### src/rtl/countdown_timer.sv
// countdown_timer: loadable min:sec countdown with start/stop/pause and expiry flags
//   clk, rst          clock, synchronous active-high reset
//   tick              count strobe, honoured only while running
//   load, load_min/sec  load a time (clamped to MAX_MIN:59), refused while running
//   start, stop       begin/resume counting, pause counting
//   min, sec          remaining time
//   running           counting, done one-cycle expiry pulse, expired held until load/rst
module countdown_timer #(
  parameter int MAX_MIN = 59
) (
  input  logic       clk,
  input  logic       rst,
  input  logic       tick,
  input  logic       load,
  input  logic [5:0] load_min,
  input  logic [5:0] load_sec,
  input  logic       start,
  input  logic       stop,
  output logic [5:0] min,
  output logic [5:0] sec,
  output logic       running,
  output logic       done,
  output logic       expired
);
  typedef enum logic [1:0] {IDLE, RUN, PAUSE, EXPIRED} state_t;
  localparam logic [5:0] MAXM = 6'(MAX_MIN);
  state_t     r_state, w_state;
  logic [5:0] r_min, r_sec, w_min, w_sec;
  logic       r_running, r_done, r_expired, w_done, w_zero;
  assign w_zero = (r_min == 6'd0) && (r_sec == 6'd0);
  // A refused command (load in RUN, start in RUN) does not mask lower-priority inputs.
  always_comb begin
    w_state = r_state;
    w_min   = r_min;
    w_sec   = r_sec;
    w_done  = 1'b0;
    if (load && r_state != RUN) begin
      w_state = IDLE;
      w_min   = load_min > MAXM ? MAXM : load_min;
      w_sec   = load_sec > 6'd59 ? 6'd59 : load_sec;
    end else if (stop) begin
      w_state = r_state == RUN ? PAUSE : r_state;
    end else if (start && r_state != RUN) begin
      w_state = (r_state == IDLE || r_state == PAUSE) && !w_zero ? RUN : r_state;
    end else if (tick && r_state == RUN) begin
      w_sec = r_sec == 6'd0 ? 6'd59 : r_sec - 6'd1;
      w_min = r_sec == 6'd0 ? r_min - 6'd1 : r_min;
      if (r_min == 6'd0 && r_sec == 6'd1) begin
        w_state = EXPIRED;
        w_done  = 1'b1;
      end
    end
  end
  always_ff @(posedge clk) begin
    if (rst) begin
      r_state   <= IDLE;
      r_min     <= 6'd0;
      r_sec     <= 6'd0;
      r_running <= 1'b0;
      r_done    <= 1'b0;
      r_expired <= 1'b0;
    end else begin
      r_state   <= w_state;
      r_min     <= w_min;
      r_sec     <= w_sec;
      r_running <= w_state == RUN;
      r_done    <= w_done;
      r_expired <= w_state == EXPIRED;
    end
  end
  assign min     = r_min;
  assign sec     = r_sec;
  assign running = r_running;
  assign done    = r_done;
  assign expired = r_expired;
endmodule

### config.mk
export PLATFORM = sky130hd
export DESIGN_NAME = countdown_timer
export DESIGN_NICKNAME = d
export VERILOG_FILES = /design/src/rtl/countdown_timer.sv
export SDC_FILE = /design/constraint.sdc
export NUM_CORES = 1
export LEC_CHECK = 0
export ABC_AREA = 1
export CORE_MARGIN = 1
export CORE_UTILIZATION = 42
export CTS_CLUSTER_DIAMETER = 60
export DETAILED_ROUTE_END_ITERATION = 8
export GPL_ROUTABILITY_DRIVEN = 0
export PLACE_DENSITY = 0.75
export SYNTH_ARGS = -nofsm -noshare
export SYNTH_HDL_FRONTEND = slang
export SYNTH_SLANG_ARGS = --single-unit
### constraint.sdc
create_clock -name clk -period 1.45 [get_ports clk]
set_clock_uncertainty 0.15 [all_clocks]
set_input_delay 0.145 -clock clk [delete_from_list [all_inputs] [get_ports clk]]
set_output_delay 0.145 -clock clk [all_outputs]
set_load 0.02 [all_outputs]
# ---- Word level (Yosys, flattened, before mapping)
# Index checks and enable logic that the tools add are counted.
dict set report totals {
  elab_cells 55
  ff_bits 17
  output_inout_bits 15
  in_bits 18
}
dict set report op_classes {
  n_bitwise 1
  n_reduce_logical 16
  eq_ne 8
  order_cmp 2
  muxes 20
  n_addsub 2
}
# operator n
set op_table {}
lappend op_table {{6-bit 2-to-1 mux} 12}
lappend op_table {{2-bit 2-to-1 mux} 7}
lappend op_table {{6-bit > comparator (second input constant)} 2}
lappend op_table {{6-bit logical NOT} 2}
lappend op_table {{6-bit by 1-bit subtractor with 6-bit output (second input constant)} 2}
lappend op_table {{6-bit by 1-bit equality test with 1-bit output (second input constant)} 1}
lappend op_table {{1-bit logical AND} 6}
lappend op_table {{5-bit OR reduction} 1}
lappend op_table {{2-bit by 1-bit equality test with 1-bit output (second input constant)} 2}
lappend op_table {{2-bit equality test (second input constant)} 2}
lappend op_table {{2-bit by 1-bit inequality test with 1-bit output (second input constant)} 2}
lappend op_table {{4-bit AND reduction} 1}
lappend op_table {{2-bit nonzero test} 2}
lappend op_table {{3-bit AND reduction} 1}
lappend op_table {{2-bit logical NOT} 1}
lappend op_table {{2-bit inequality test (second input constant)} 1}
lappend op_table {{1-bit logical NOT} 1}
lappend op_table {{1-bit logical OR} 1}
lappend op_table {{1-bit 2-to-1 mux} 1}
lappend op_table {{1-bit NOT} 1}

# ---- Longest topological paths before layout
dict set report logic_depth {
  word_depth 9
  ltp_mapped 10
  mapped_depth_nobuf 10
}

# ---- Least setup slack after synthesis
# Ideal clock, no wire load.
dict set report synth_timing {
  kind {register to register}
  startpoint {reg r_sec[0], in the netlist sec[0]}
  endpoint {reg r_min[2], in the netlist min[2]}
  synth_period_minus_slack_ps 1578
  path_slack_ps -128
  setup_time_ps 132
  arrival_time_ps 1296
  stages_incl_launch_ff 9
  path_buffers 0
  required_ps 1168
  path_cell_list {dfxtp_1 inv_1 ha_1 nand3_1 nand2_4 nand2_8 clkinv_4 nand2_1 a21oi_2}
}
dict set report synth_between {
  elab_chain_len 3
}
# element line_no
set synth_rtl {}
lappend synth_rtl {{from (decl)} 28} ;# logic [5:0] r_min, r_sec, w_min, w_sec;
lappend synth_rtl {{from (signal assigned)} 65} ;# r_sec <= w_sec;
lappend synth_rtl {{6-bit logical NOT} 47} ;# w_min = r_sec == 6'd0 ? r_min - 6'd1 : r_min;
lappend synth_rtl {{2-bit nonzero test (no line)} --}
lappend synth_rtl {{4-bit AND reduction (no line)} --}
lappend synth_rtl {{to (signal assigned)} 64} ;# r_min <= w_min;
lappend synth_rtl {{to (decl)} 28}
# No other way between the ends.
# A chain may end at the register's enable or synchronous reset.

# ---- Worst setup path after layout
dict set report layout_timing {
  startpoint {reg r_state[0]}
  endpoint {reg r_min[2], in the netlist min[2]}
}
dict set report layout_between {
  elab_chain_len 4
  elab_cells_between_ends 11
  cone_classes {4 x eq/ne; 1 x mux; 6 x reduce/logical}
}
# element line_no
set layout_rtl {}
lappend layout_rtl {{from (decl)} 27} ;# state_t r_state, w_state;
lappend layout_rtl {{from (signal assigned)} 63} ;# r_state <= w_state;
lappend layout_rtl {{2-bit by 1-bit inequality test with 1-bit output or 2-bit by 1-bit equality test with 1-bit output (tied branches)} {37, 43, 45}}
lappend layout_rtl {{1-bit logical AND, on equally long branches} {37, 43, 45}}
lappend layout_rtl {{2-bit inequality test (no line), or another cell as far along} --}
lappend layout_rtl {{4-bit AND reduction (no line)} --}
# Parallel ways exist; a longest one is shown, timed or not.

==> summary.md <==
| Metric | Value |
|---|---|
| Vias post-DR | 1,410 |
| FF+latch count, synth | 17 |
| Row count | 18 |
| Flop pwr share | approximately 35% |
| Synth Warn # | 0 |
| Net count, final | roughly 260 |
| Syn avg cell area | 6.540 µm² |
| Setup TNS | -47.26 ps |
| Pwr Total | between 1500 and 2000 µW |
| CTS tree | built |
| Initial antenna violation count | 0 |
| Core area | 2522 µm² |
| Fmax | just under 700 MHz |
| CP Capture Type | flop |
| GRT Total Usage | between 20% and 30% |
| Worst hold stages | 2 |
| Crit path cell chain | buf_6 -> nand2_4 -> nor2_4 -> nand2_4 -> nand2_8 -> nand2_8 -> o21ai_1 -> a21oi_2 |
| IO Pins | 33 |
| Power Internal | 947.5 µW |
| Largest incremental delay on the critical path | 380 ps |
| Area Growth Syn to Fin | 62.83% |
| Logic pwr share | 47.6% |
| Clock buffer depth | 2 |
| HPWL Detailed | roughly 2400 µm |
| Register-to-Register Path Depth | 8 |
| Pwr Density | between 800 and 900 nW/µm² |
| Vias in the first global route | 1,193 |
| Layout cells sized above 1 | 33.90% |
| Min-Delay Endpoint | sec[5] |
| Reg clk slew, reported paths | 110 ps |
| Reg-to-reg setup timing slack | -20 ps |
| Power share of the clock group | 17.1% |
| Final hold viol count | 0 |
| Initial Utilization | 45.63% |
| I/O Buffers | 32 |
| Worst Slack Setup Final | -23.83 ps |
| Hold wc startpoint | rst |
| Crit Path Class | flop to flop |
| Initial DRT Pass Iterations | 5 |
| Status | complete, but fails checks |
| Seq/Total Area, Yosys | between 20% and 30% |
| Max-cap violations | 0 |
| Slowest-stage cell, CP | dfxtp_4 |
| H-Tree Depth | 1 |
| ANT cells | 0 |
| CP startpoint | r_state[0] |
| Cell count after synthesis | 176 |
| RSZ-0062 raised after global routing | true |
| Die Y | 54.35 µm |
| Final core occ | 74.31% |
| Final wirelength | 3549 µm |
| Root buffer cell | clkbuf_4 |
| Final Cycle Share | 101.6% |
| Number of DRC markers in iteration 0 | 44 |
| Die X | about 54 µm |
| Sw Share | 39.35% |
| Worst reg2reg startpoint | r_state[0] |
| Post-DR vias/cell | 5.301 |
| Max rail drop VDD | 636.8 µV |
| Slew Limit Fails | 0 |
| Hold Path Class | input port to flop |
| Min Tclk post-route | 1474 ps |
| Req. time, crit path | 1490 ps |
| Setup crit start kind | flop |
| Critical Path AT | 1520 ps |
| Count of cell types in the netlist | 27 |
| DRC Markers | 0 |
| TritonCTS Buffers | 3 |
| Crit-path max FO | 7 |
| Die area | 2954 µm² |
| Leakage | ~0.00091 µW |
| Clk_lat worst skew | 300 ps |
| Worst Max-Slew Pin Slew | 255.8 ps |
| Antenna-violating nets left | 0 |
| Wire length per cell | 13.34 µm |
| Failing checks | negative setup slack |
| Cell Area, Synth | 1151 µm² |
| TritonCTS Sinks | 17 |
| Syn Nets | 198 |
| Final setup fails | 2 |
| Max-Slew Margin vs Limit | 83.01% |
| First-pass GRT wire length | ~4700 µm |
| Psw | about 610 µW |
| Pin count of the biggest net entering global routing | 12 |
| Grt ovf | 0 |
| Worst R2R End | min[2] |
-- through the flow --
stage / instance area (µm²) / hold WS (ps) / worst slack (ps) / cells
after floorplan: 1156 / 184.8 / 8.874 / 176
after global placement: 1642 / 335.3 / -220.8 / 255
after detailed placement: 1642 / 349.2 / -276.2 / 255
after CTS: 1668 / 322.5 / 1.490 / 260
after global routing: 1874 / 332.8 / -84.44 / 266
final: 1874 / 330.4 / -23.83 / 266
-- cell type report --
class                      count  area (µm²)
multi-input combinational    128       830.8
fill                         208       648.1
timing repair buffer          59       511.7
sequential                    17       351.6
inverter                      28       115.1
tap                           30       37.54
clock buffer                   3       22.52
clock inverter                 1       5.005
-- state kept, by name, summed over array words and instances, names as in the netlist --
register  count
expired       1
sec           6
min           6
done          1
running       1
r_state       2
-- cell usage after synthesis --
cell type,number,area [µm²]
nand2_8,2,40.04
ha_1,4,50.05
or2_2,2,12.51
dfxtp_1,17,340.3
clkinv_4,1,8.760
o22ai_1,1,6.260
o21ai_1,4,20.02
nor3_1,1,5.000
a21oi_2,2,17.52
nand4_1,2,12.51
nand2_1,44,165.2
nor2_1,19,71.32
nand2_4,3,33.78
inv_1,27,101.4
buf_4,1,7.510
clkbuf_1,1,3.750
buf_6,1,11.26
o31ai_1,1,7.510
nand2_2,1,6.260
nor4_1,1,6.260
nand3_1,15,75.07
o211ai_1,2,15.01
a21oi_1,10,50.05
o21ai_0,11,55.05
xnor2_1,1,8.760
xor2_1,1,8.760
nor2_4,1,11.26
-- what timing repair did --
item,in CTS,in global routing
resized for setup,20,51
buffers inserted,1,6
hold buffers,0,0
hold endpoints to repair,0,0
endpoints found under the setup margin,27,16
pin swaps,1,19
-- metal layers --
metal  track usage (%)  routed length, µm
met4             6.410                112
met3             2.500                241
met2             42.28               1814
met5                 0                  0
met1             24.67               1381
-- logic make-up after synthesis --
group	share of synthesized area, %
fa+ha+maj	4.348
compound gates	14.89
simple gates	38.15
buf+inv	11.52
flops	29.57
xor+xnor	1.522
-- worst max-delay path, delay by kind of cell (launching register included) --
| family | cells | cell delay [ps] |
|---|---|---|
| compound gates | 2 | 230 |
| simple gates | 5 | 530 |
| flops | 1 | 380 |
| buf+inv | 1 | 100 |
-- layout by cell type (no fill, tap or decap), drive strengths merged --
| master | n |
|---|---|
| or2 | 2 |
| o22ai | 1 |
| dfxtp | 17 |
| ha | 4 |
| nor3 | 1 |
| clkdlybuf4s50 | 17 |
| clkinv | 1 |
| clkbuf | 4 |
| o21ai | 15 |
| buf | 27 |
| o31ai | 1 |
| xor2 | 1 |
| xnor2 | 1 |
| nor4 | 1 |
| dlygate4sd2 | 14 |
| nand4 | 2 |
| nor2 | 20 |
| a21oi | 12 |
| nand2 | 50 |
| inv | 28 |
| nand3 | 15 |
| o211ai | 2 |
-- power groups by stage --
stage,Combinational (µW),Clock [µW],Sequential [µW]
floorplan,318,0,598
detailed placement,625,0,554
finish,743,267,552
global placement,611,0,551
CTS,614,263,544
global route,798,287,557
-- worst max path at each step --
| stage | endpoint | depth (start not counted) |
|---|---|---|
| detailed placement | sec[1] | 9 |
| global placement | sec[1] | 9 |
| floorplan | min[2] | 7 |
| global route | min[3] | 9 |
| finish | min[2] | 8 |
| CTS | min[4] | 9 |
Power figures use the tool's default switching activity.
